[config.mk]
export PLATFORM = sky130hd
export DESIGN_NAME = ttt_referee
export DESIGN_NICKNAME = d
export VERILOG_FILES = /design/src/rtl/ttt_referee.sv
export SDC_FILE = /design/constraint.sdc
export NUM_CORES = 1
export LEC_CHECK = 0
export ABC_CLOCK_PERIOD_IN_PS = 2300
export CAP_MARGIN = 15
export CORE_ASPECT_RATIO = 0.6
export CORE_MARGIN = 4
export CORE_UTILIZATION = 56
export CTS_BUF_LIST = sky130_fd_sc_hd__clkbuf_16
export DETAILED_ROUTE_END_ITERATION = 16
export DONT_BUFFER_PORTS = 1
export PLACE_DENSITY = 0.71
export SYNTH_ARGS = -nofsm -noshare
export SYNTH_HDL_FRONTEND = slang
export SYNTH_SLANG_ARGS = --single-unit
export TNS_END_PERCENT = 5
[constraint.sdc]
create_clock -name clk -period 2.3 [get_ports clk]
set_clock_uncertainty 0.1 [all_clocks]
set_input_delay 0.575 -clock clk [delete_from_list [all_inputs] [get_ports clk]]
set_output_delay 0.575 -clock clk [all_outputs]
set_load 0.01 [all_outputs]
[src/rtl/ttt_referee.sv]
// ttt_referee: tic-tac-toe game controller sitting between the move-input stage and nine cells.
//
// A raw move request is turned into a one-cycle move strobe only if it is legal. The controller
// reads back the 18-bit board, judges win or draw, tracks the side to move, keeps per-player
// saturating win counters and clears the cells on a new game.
//
// Optional feature (compile-time macro TTT_LOSER_STARTS_EN):
//   defined   - after new_game the loser of the previous game starts; after a draw the
//               starting player alternates from the previous starter.
//   undefined - X always starts.
//   Reset always starts with X.
//
// Ports:
//   clk           in   system clock, rising edge
//   reset         in   asynchronous active-low reset
//   board         in   18-bit board, cell k on [2k+1:2k]: 00 empty, 01 X, 10 O, 11 occupied
//   select        in   one-cycle move request
//   cursor        in   requested cell index, legal range 0..8
//   new_game      in   one-cycle restart request (priority over select)
//   move_out      out  one-cycle legal-move strobe to the cells
//   move_cell     out  cell index accompanying move_out
//   currentPlayer out  side to move: 0 = X, 1 = O
//   cells_clear   out  synchronous clear for all cells
//   illegal       out  one-cycle pulse when a move request is rejected
//   game_state    out  00 play, 01 X won, 10 O won, 11 draw
//   win_line      out  winning lines: [2:0] rows, [5:3] columns, [6] 0/4/8, [7] 2/4/6
//   x_score       out  number of X wins (saturating)
//   o_score       out  number of O wins (saturating)

module ttt_referee #(
    parameter int unsigned SCORE_W = 4
) (
    input  logic               clk,
    input  logic               reset,
    input  logic [17:0]        board,
    input  logic               select,
    input  logic [3:0]         cursor,
    input  logic               new_game,
    output logic               move_out,
    output logic [3:0]         move_cell,
    output logic               currentPlayer,
    output logic               cells_clear,
    output logic               illegal,
    output logic [1:0]         game_state,
    output logic [7:0]         win_line,
    output logic [SCORE_W-1:0] x_score,
    output logic [SCORE_W-1:0] o_score
);

    typedef enum logic [2:0] {StPlay, StIssue, StCheck, StXWin, StOWin, StDraw} state_e;

    localparam logic [SCORE_W-1:0] ScoreMax = '1;

    state_e               state_q;
    logic                 player_q;
    logic                 move_out_q;
    logic [3:0]           move_cell_q;
    logic                 illegal_q;
    logic                 clear_q;
    logic [7:0]           win_line_q;
    logic [3:0]           count_q;
    logic [SCORE_W-1:0]   x_score_q;
    logic [SCORE_W-1:0]   o_score_q;

    logic [1:0]           cell_bits;
    logic                 cell_free;
    logic [1:0]           mark;
    logic [8:0]           match;
    logic [7:0]           lines;
    logic                 next_starter;

    // An out-of-range cursor keeps the default 11 and therefore reads as occupied.
    always_comb begin
        cell_bits = 2'b11;
        for (int k = 0; k < 9; k++) begin
            if (cursor == 4'(k)) begin
                cell_bits = board[2*k +: 2];
            end
        end
    end

    assign cell_free = (cell_bits == 2'b00);
    assign mark      = player_q ? 2'b10 : 2'b01;

    always_comb begin
        match = '0;
        for (int k = 0; k < 9; k++) begin
            match[k] = (board[2*k +: 2] == mark);
        end
    end

    assign lines[0] = match[0] & match[1] & match[2];
    assign lines[1] = match[3] & match[4] & match[5];
    assign lines[2] = match[6] & match[7] & match[8];
    assign lines[3] = match[0] & match[3] & match[6];
    assign lines[4] = match[1] & match[4] & match[7];
    assign lines[5] = match[2] & match[5] & match[8];
    assign lines[6] = match[0] & match[4] & match[8];
    assign lines[7] = match[2] & match[4] & match[6];

`ifdef TTT_LOSER_STARTS_EN
    logic starter_q;

    // A new_game issued mid-game keeps the current starter.
    always_comb begin
        unique case (state_q)
            StXWin:  next_starter = 1'b1;
            StOWin:  next_starter = 1'b0;
            StDraw:  next_starter = ~starter_q;
            default: next_starter = starter_q;
        endcase
    end
`else
    assign next_starter = 1'b0;
`endif

    always_ff @(posedge clk or negedge reset) begin
        if (!reset) begin
            state_q     <= StPlay;
            player_q    <= 1'b0;
            move_out_q  <= 1'b0;
            move_cell_q <= '0;
            illegal_q   <= 1'b0;
            clear_q     <= 1'b1;
            win_line_q  <= '0;
            count_q     <= '0;
            x_score_q   <= '0;
            o_score_q   <= '0;
`ifdef TTT_LOSER_STARTS_EN
            starter_q   <= 1'b0;
`endif
        end else begin
            move_out_q <= 1'b0;
            illegal_q  <= 1'b0;
            clear_q    <= 1'b0;
            if (new_game) begin
                clear_q    <= 1'b1;
                state_q    <= StPlay;
                count_q    <= '0;
                win_line_q <= '0;
                player_q   <= next_starter;
`ifdef TTT_LOSER_STARTS_EN
                starter_q  <= next_starter;
`endif
            end else begin
                unique case (state_q)
                    StPlay: begin
                        if (select) begin
                            if (cell_free) begin
                                move_cell_q <= cursor;
                                move_out_q  <= 1'b1;
                                state_q     <= StIssue;
                            end else begin
                                illegal_q <= 1'b1;
                            end
                        end
                    end
                    StIssue: state_q <= StCheck;
                    StCheck: begin
                        // Win is judged before the move count so a 9th-move win is not a draw.
                        if (|lines) begin
                            win_line_q <= lines;
                            if (player_q) begin
                                state_q <= StOWin;
                                if (o_score_q != ScoreMax) o_score_q <= o_score_q + SCORE_W'(1);
                            end else begin
                                state_q <= StXWin;
                                if (x_score_q != ScoreMax) x_score_q <= x_score_q + SCORE_W'(1);
                            end
                        end else if (count_q == 4'd8) begin
                            state_q <= StDraw;
                        end else begin
                            count_q  <= count_q + 4'd1;
                            player_q <= ~player_q;
                            state_q  <= StPlay;
                        end
                    end
                    StXWin, StOWin, StDraw: begin
                        state_q <= state_q;
                    end
                    default: state_q <= StPlay;
                endcase
            end
        end
    end

    always_comb begin
        unique case (state_q)
            StXWin:  game_state = 2'b01;
            StOWin:  game_state = 2'b10;
            StDraw:  game_state = 2'b11;
            default: game_state = 2'b00;
        endcase
    end

    assign move_out      = move_out_q;
    assign move_cell     = move_cell_q;
    assign currentPlayer = player_q;
    assign cells_clear   = clear_q;
    assign illegal       = illegal_q;
    assign win_line      = win_line_q;
    assign x_score       = x_score_q;
    assign o_score       = o_score_q;

endmodule
==> flow_summary.toml, run 1 <==
[global_route]
antenna_found_initial = 0
grt_pass1_wl_um = 7620
grt_usage_pct = 24.1
overflow = 0
grt_max_degree = 31
grt_pass1_vias = 1525

[setup_path]
worstPathRequired_ps = 2380
r2r-start = "currentPlayer"
timing.rr.end = "currentPlayer"
ff2ff_path_depth = 6
end_kind = "flop"
start_kind = "flop"
rrSetupSlack_ps = -60
critical_path_arrival_ps = 2450
path_class = "flop to flop"
cp_max_fo = 10

[routing]
routed_wl_um = 4890
avgRoutedWirePerCell_um = 18.8
vias = 1627
postRouteAntennaNets = 0
viasPerCell = 6.26
dr.first_iter.drc_count = 113
dr.pass1.iters = 4
drc = 0

[cts]
cts.sinks = 31
root_buffer = "clkbuf_16"
clk_latency_ps = 270
tritoncts = "built"
htreeDepth = 2
cts_max_path_buffers = 2
cts.reportedPaths.clkPinSlew_ps = 50
numCtsBuffers = 5

[timing]
finalHoldViolCount = 0
setup_tns_ps = -110
finalSetupViolCount = 6
relSlewSlack_pct = 72.0
setup_ws_ps = -61.5
report.final.slew_viol_count = 0
worstMarginPinSlew_ps = 416
fin_crit_sh_pct = 103
fmax_mhz = 423
rsz0062_at_grt = "true"
finalCriticalPeriod_ps = 2360

[power_and_ir_drop]
powerDensity_nw_per_um2 = 656
leakagePower_nw = 0.948
vdd_drop_max_mv = 0.469

[logic_synthesis]
ys_seq_area_share_pct = 42.0
synth_area_um2 = 1850
ys_types = 35
synth_top_cell_area_share_pct = 40.6
synth_top_cell_by_area = "dfrtp_1"
synthCells = 198
yosys_warnings = 0
syn_nets = 228
avgSynthCellArea_um2 = 9.35
yosys-top-cells-area = "dfrtp_1 (41%), a21oi_1 (5.4%), mux2_2 (4.3%)"
ys_ff_latch = 31

[flow_run]
max_cap_violations = 0

[layout]
fin_nets = 247
utilization_pct = 73.8
layout_common_cells = "dfrtp_1 (29), a21oi_1 (20), buf_4 (20)"
layout_commonest_cell = "dfrtp_1"
post_route_cells_drive_above_1_share_pct = 26.1
synthToLayoutAreaGrowth_pct = 20.6
diodes = 0

[floorplanning]
core_um2 = 3020
start_util_pct = 61.2
io-pin-count = 52
fp.dieH_um = 52.5
rows = 15
die-area_um2 = 4320
fp.dieW_um = 82.2

[placed_design]
portBuffers = 0
place.gp.congestion = 0.839
dp.final_hpwl_um = 3570

[outcome]
violations = "setup timing"
outcome = "finished, violations left"

[hold_path]
worstHoldPathType = "input port to async pin"
## worst max-delay path by stage
stage	startpoint	endpoint	slack (ps)
floorplan	cursor[0]	move_cell[1]	-10
global placement	board[14]	currentPlayer	-30
detailed placement	board[1]	win_line[6]	-150
CTS	currentPlayer	win_line[6]	-5
global route	currentPlayer	currentPlayer	-200
finish	currentPlayer	currentPlayer	-60
## synthesized netlist by cell type
cell       instances
a31oi_1            4
and3b_4            2
a22oi_1            6
buf_2              1
inv_1              5
mux2_2             7
nor2_1            20
a22oi_2            3
o21ai_0           15
or3_1              4
ha_1               4
or4_1              3
a21oi_1           20
xor2_1             6
nand2b_1           3
dfrtp_1           30
nor4_2             1
mux2_1             1
mux4_2             1
a2111oi_0          1
mux2i_1            2
buf_6              2
clkbuf_2           1
and3b_1            2
o22ai_1            1
a21boi_1           1
nand2_1            5
dfstp_2            1
nor2b_1           12
or4_4              1
nor3b_1            7
nand3_1           11
buf_4              1
nor3_1            10
clkbuf_1           4
## state kept, by name, summed over array words and instances (netlist names)
signal         cells
win_line           8
count_q            4
move_cell          4
o_score            4
x_score            4
state_q            3
cells_clear        1
currentPlayer      1
illegal            1
move_out           1
## worst max-delay path, stage by stage, from the launching register on
cell     delay [ps]
dfrtp_2         480
and3b_4         230
a22oi_2         240
a31oi_2         160
or4_4           530
or3_1           370
a21oi_1         170
## report_power, final
group,switching (mW),total (mW),internal (mW),leakage (nW)
Combinational,0.108,0.210,0.103,0.459
Sequential,0.0612,0.652,0.591,0.419
Clock,0.214,0.602,0.388,0.0701
## metrics by stage
step	setup slack [ps]	instance area, µm²	total power [mW]	instances	hold slack, ps
global placement	-33.4	2030	0.828	251	180
floorplan	-14.7	1890	0.788	198	179
CTS	-4.95	2220	1.47	260	28.8
finish	-61.5	2230	1.46	260	22.9
detailed placement	-155	2030	0.845	251	180
global route	-201	2230	1.54	260	30.3
## cells by family after synthesis
group / Yosys count / synth area share [%]
multiplexers: 11 / 7.17
flip-flops: 31 / 42.0
adder cells (fa/ha/maj): 4 / 2.70
buffers and inverters: 14 / 3.99
AND/OR/NAND/NOR: 81 / 24.8
AO/OA/AOI/OAI: 51 / 16.5
XOR/XNOR: 6 / 2.84
## timing repair
action	in CTS	in global routing
gates resized for setup	6	3
hold buffers	1	0
setup buffers	0	0
endpoints found under the setup margin	14	21
endpoints found under the hold margin	30	0
## cell type report
class | count | area [µm²]
Fill cell | 221 | 791
Inverter | 5 | 18.8
Clock inverter | 3 | 11.3
Sequential cell | 31 | 778
Clock buffer | 5 | 125
Tap cell | 42 | 52.6
Timing Repair Buffer | 21 | 170
Multi-Input combinational cell | 153 | 1070
## per-layer routing
layer | vias to the layer above | GRT usage [%] | routed length [µm]
li1 | 757 | - | -
met1 | 799 | 30.5 | 2070
met2 | 69 | 39.5 | 2330
met3 | 2 | 10.1 | 480
met4 | 0 | 3.04 | 7
met5 | - | 0 | 0
(Power assumes the default switching activity.)
==> run 2, diff against run 1 <==
Settings changed: CTS_CLUSTER_SIZE set to 30.
==> results of run 2 <==
Final layout, timing and power as in run 1 (identical DEF).
